[config.mk]
export PLATFORM = sky130hd
export DESIGN_NAME = alu_op_scheduler
export DESIGN_NICKNAME = d
export VERILOG_FILES = /design/src/rtl/alu_op_scheduler.sv
export SDC_FILE = /design/constraint.sdc
export NUM_CORES = 1
export LEC_CHECK = 0
export BUFFER_PORTS_ARGS = -buffer_cell sky130_fd_sc_hd__buf_2
export CORE_MARGIN = 8
export CORE_UTILIZATION = 50
export CTS_CLUSTER_SIZE = 28
export DETAILED_ROUTE_END_ITERATION = 7
export PLACE_DENSITY = 0.87
export SKIP_CTS_REPAIR_TIMING = 1
export SKIP_LAST_GASP = 1
export SYNTH_ARGS = -nofsm -noshare
export SYNTH_HDL_FRONTEND = slang
export SYNTH_SLANG_ARGS = --single-unit
[constraint.sdc]
create_clock -name clk -period 3.65 [get_ports clk]
set_input_delay 0.1825 -clock clk [delete_from_list [all_inputs] [get_ports clk]]
set_output_delay 0.1825 -clock clk [all_outputs]
set_load 0.02 [all_outputs]
[src/rtl/alu_op_scheduler.sv]
// alu_op_scheduler
//
// Shares one combinational ALU between two requesters (A and B). One
// operation is in flight at a time. Requests are arbitrated round-robin,
// the operands and select code are registered onto the ALU inputs, the ALU
// result is captured one cycle later and returned with the owner's ID.
//
// Handshake semantics (all three channels):
//   A transfer happens on a rising clock edge where valid && ready are both
//   high. A producer may raise, change or drop valid/payload freely while
//   ready is low; nothing is consumed until the transfer edge. a_ready and
//   b_ready are combinational and only ever high in IDLE (never both).
//   res_valid/res_data/res_id hold steady until res_ready is seen.
//
// Ports:
//   clk, rst_n              clock, asynchronous active-low reset
//   a_valid/a_ready/a_op/a_x/a_y   requester A operation channel
//   b_valid/b_ready/b_op/b_x/b_y   requester B operation channel
//   alu_sel, alu_a, alu_b   registered ALU select and operands
//   alu_res                 combinational ALU result (N+2 bits signed)
//   res_valid/res_ready/res_data/res_id   result channel (id 0 = A, 1 = B)
//   busy                    high whenever the FSM is not IDLE
//   ops_done                wrapping count of completed result transfers
//   fsm_state               current FSM state (IDLE=0, EXEC=1, DONE=2)

module alu_op_scheduler #(
  parameter int N = 4
) (
  input  logic                clk,
  input  logic                rst_n,

  input  logic                a_valid,
  output logic                a_ready,
  input  logic [2:0]          a_op,
  input  logic signed [N-1:0] a_x,
  input  logic signed [N-1:0] a_y,

  input  logic                b_valid,
  output logic                b_ready,
  input  logic [2:0]          b_op,
  input  logic signed [N-1:0] b_x,
  input  logic signed [N-1:0] b_y,

  output logic [2:0]          alu_sel,
  output logic signed [N-1:0] alu_a,
  output logic signed [N-1:0] alu_b,
  input  logic signed [N+1:0] alu_res,

  output logic                res_valid,
  input  logic                res_ready,
  output logic signed [N+1:0] res_data,
  output logic                res_id,

  output logic                busy,
  output logic [15:0]         ops_done,
  output logic [1:0]          fsm_state
);

  typedef enum logic [1:0] {
    IDLE = 2'd0,
    EXEC = 2'd1,
    DONE = 2'd2
  } state_t;

  state_t state;
  logic   last_id;   // ID of the most recent grant; 1 after reset so A wins the first tie
  logic   grant_a;
  logic   grant_b;

  // Round-robin grant. A lone requester always wins; on a tie the requester
  // that was not granted last wins. Gated by rst_n so neither ready can be
  // seen high while the block is held in reset.
  always_comb begin
    grant_a = 1'b0;
    grant_b = 1'b0;
    if (rst_n && (state == IDLE)) begin
      if (a_valid && (!b_valid || last_id)) begin
        grant_a = 1'b1;
      end else if (b_valid) begin
        grant_b = 1'b1;
      end
    end
  end

  assign a_ready   = grant_a;
  assign b_ready   = grant_b;
  assign fsm_state = state;

  always_ff @(posedge clk or negedge rst_n) begin
    if (!rst_n) begin
      state     <= IDLE;
      alu_sel   <= '0;
      alu_a     <= '0;
      alu_b     <= '0;
      res_valid <= 1'b0;
      res_data  <= '0;
      res_id    <= 1'b0;
      last_id   <= 1'b1;
      busy      <= 1'b0;
      ops_done  <= '0;
    end else begin
      case (state)
        IDLE: begin
          // ALU inputs are loaded only here, so they stay frozen through
          // EXEC and DONE while the result is pending.
          if (grant_a) begin
            alu_sel <= a_op;
            alu_a   <= a_x;
            alu_b   <= a_y;
            res_id  <= 1'b0;
            last_id <= 1'b0;
            busy    <= 1'b1;
            state   <= EXEC;
          end else if (grant_b) begin
            alu_sel <= b_op;
            alu_a   <= b_x;
            alu_b   <= b_y;
            res_id  <= 1'b1;
            last_id <= 1'b1;
            busy    <= 1'b1;
            state   <= EXEC;
          end
        end

        EXEC: begin
          // The ALU has had a full cycle to settle on the registered inputs;
          // its result is taken verbatim, already N+2 bits signed.
          res_data  <= alu_res;
          res_valid <= 1'b1;
          state     <= DONE;
        end

        DONE: begin
          if (res_ready) begin
            res_valid <= 1'b0;
            ops_done  <= ops_done + 16'd1;
            busy      <= 1'b0;
            state     <= IDLE;
          end
        end

        default: begin
          state <= IDLE;
        end
      endcase
    end
  end

endmodule

==> summary.md <==
| Metric | Value |
|---|---|
| Die width | `roughly 74 um` |
| Clock sink count | `39` |
| Worst-margin pin slew | `around 0.95 ns` |
| Final max-slew violation count | `0` |
| Maxcap violations | `0` |
| Post-Syn Area | `1690 sq um` |
| Syn avg cell area | `~12 sq um` |
| Tmin final | `between 2 and 2.5 ns` |
| Inserted Clock Buffers | `5` |
| Post-route design area | `approximately 2200 sq um` |
| Routed WL per cell | `~13 um` |
| First-pass GRT wire length | `approximately 6.1 mm` |
| Most common cell on crit path | `buf_2` |
| CP Max Fanout | `25` |
| Worst hold path class | `in -> reg` |
| Die H | `74.2 um` |
| CTS tree | `done` |
| Syn Inst Count | `approximately 140` |
| Outcome | `finished, final reports clean` |
| Worst reg2reg setup slack | `1.98 ns` |
| Synth Warn # | `0` |
| Peak VDD IR | `between 0.3 and 0.4 mV` |
| Number of global-route vias before repair | `~1400` |
| Register Area | `977 sq um` |
| Layout cells sized above 1 | `0.427` |
| Root Buffer | `clkbuf_4` |
| Yosys cell types | `30` |
| Layout Skew | `approximately 0.0084 ns` |
| CTS max path bufs | `2` |
| Arr. time, crit path | `between 2 and 2.5 ns` |
| Worst path cell trace | `dlygate4sd3_1, buf_2, o2111ai_2, inv_1, buf_2` |
| Yosys reg bits | `39` |
| Total gr overflow | `0` |
| Crit end category | `primary output` |
| Largest area contributor in the netlist | `dfrtp_1` |
| Synth Flop Type | `dfrtp_1` |
| Post-Syn Nets | `176` |
| Core Box Area | `3280 sq um` |
| Final Hold Fails | `0` |
| Worst-path clk slew | `0.11 ns` |
| Drt pass-1 iters | `4` |
| Htree depth | `2` |
| Slowest stage delay, CP | `0.57 ns` |
| Final number of setup-violating endpoints | `0` |
| Async set-or-reset flop fraction in the synthesized netlist | `1.00` |
| FMAX | `about 450 MHz` |
| Delay-heaviest family, CP | `buffers and inverters` |
| Gpl congestion | `0.775` |
| Initial antenna violation count | `0` |
| N_diodes | `0` |
| Top area cells in the synthesized netlist | `dfrtp_1, xnor2_1, mux2i_1, mux2_2, a21oi_1` |
| Final ANT Viol Nets | `0` |
| Clock latency on the worst-skew pair | `between 0.3 and 0.4 ns` |
| Post-DP Area | `around 2100 sq um` |
| Total track usage | `0.145` |
| WL final | `~3.6 mm` |
| RSZ-0062 raised after global routing | `no` |
| Via/cell ratio | `just under 5` |
| Final Cycle Share | `0.606` |
| # DRC | `0` |
| Non-Filler Instances | `~270` |
| DP Worst Slack | `1.91 ns` |
| PwrDens | `about 710 nW/um^2` |
| Vias | `around 1300` |
| Buf/Inv on CP | `4` |
| Most frequent cells in the layout | `buf_2, dfrtp_1, a21oi_1` |
| Worst Hold Slack | `between 0.06 and 0.07 ns` |
| Layout Nets | `between 200 and 300` |
| Fillers | `between 200 and 300` |
| Post-layout util | `0.657` |
| Area of the multi-input gates | `just under 700 sq um` |
| Crit-path slowest cell | `o2111ai_2` |
| Seq/Total Area, Yosys | `0.577` |
| Die Area | `about 5500 sq um` |
| Required time of the critical path | `around 3.5 ns` |
| Leakage | `around 1.2 nW` |
| Site row count | `21` |
| Top cell type's share of synthesized area | `0.562` |
| Initial Util | `0.515` |
| Commonest non-fill, non-tap cell in the layout | `buf_2` |
| Setup TNS Final | `0 ns` |
| Worst Setup Path Type | `in -> out` |
| Initial DRC Count | `42` |
| Pin count of the biggest net entering global routing | `27` |
| Startpoint types | `input pin` |
| # port buffers | `72` |
| Placed insts | `~260` |
| Post-synth EDFFs | `0` |
| Area Growth Syn to Fin | `27.5%` |
| Rel. slew slack | `0.365` |
| Total power | `about 1.5 mW` |
| # IOs | `between 70 and 80` |
| DP HPWL | `about 2.9 mm` |
| Post-route worst setup slack | `1.44 ns` |
==> cells in the mapped netlist (all sizes together) (2+ instances only) <==
cell,count
a21oi,14
and4,2
buf,2
clkbuf,2
dfrtp,38
inv,6
mux2,7
mux2i,11
nand2,6
nand3,7
nand4,4
nor2,15
xnor2,13
xor2,2
==> layer usage <==
metal	wire, um	GRT usage	share of wire
met4	51	0.0532	0.014
met1	1580	0.170	0.44
met3	448	0.0836	0.13
met5	0	0	0
met2	1500	0.216	0.42
==> state kept, by name, indices dropped and copies added (netlist names) <==
| name | count |
|---|---|
| alu_a | 4 |
| res_valid | 1 |
| res_data | 6 |
| fsm_state | 2 |
| alu_sel | 3 |
| alu_b | 4 |
| res_id | 1 |
| busy | 1 |
| last_id | 1 |
| ops_done | 16 |
==> power by group <==
group	switching [mW]	internal [mW]	total, mW
logic	0.383	0.259	0.642
clock network	0.130	0.0751	0.205
registers	0.106	0.584	0.690
==> final cells by class <==
class                           instances  share of cell area
Multi-Input combinational cell         93               0.312
Timing Repair Buffer                   74               0.175
Inverter                                6              0.0104
Clock inverter                          1             0.00232
Tap cell                               46              0.0267
Sequential cell                        39               0.453
Clock buffer                            7              0.0209
==> worst reg2reg max path: stages, from the launching register on <==
cell and delay (ns):
dfrtp_1 0.48, nor2_2 0.17, o2111ai_2 0.52, a31o_1 0.40
==> final timing paths <==
kind	cells after the start	start	endpoint
max reg2reg	3	fsm_state[1]$_DFFE_PN0P_	res_id$_DFFE_PN0P_
max in group asynchronous	3	rst_n	ops_done[6]$_DFFE_PN0P_
min	2	alu_res[3]	res_data[3]$_DFFE_PN0P_
min in group asynchronous	2	rst_n	res_id$_DFFE_PN0P_
max	5	rst_n	a_ready
min reg2reg	1	ops_done[15]$_DFFE_PN0P_	ops_done[15]$_DFFE_PN0P_
==> cells by family after synthesis <==
kind of cell | after synthesis | share of synthesized area
buf+inv | 10 | 0.0251
flops | 39 | 0.577
mux | 18 | 0.112
xor+xnor | 15 | 0.0776
compound gates | 18 | 0.0643
simple gates | 41 | 0.137
fa+ha+maj | 1 | 0.00739
Power figures use the tool's default switching activity.
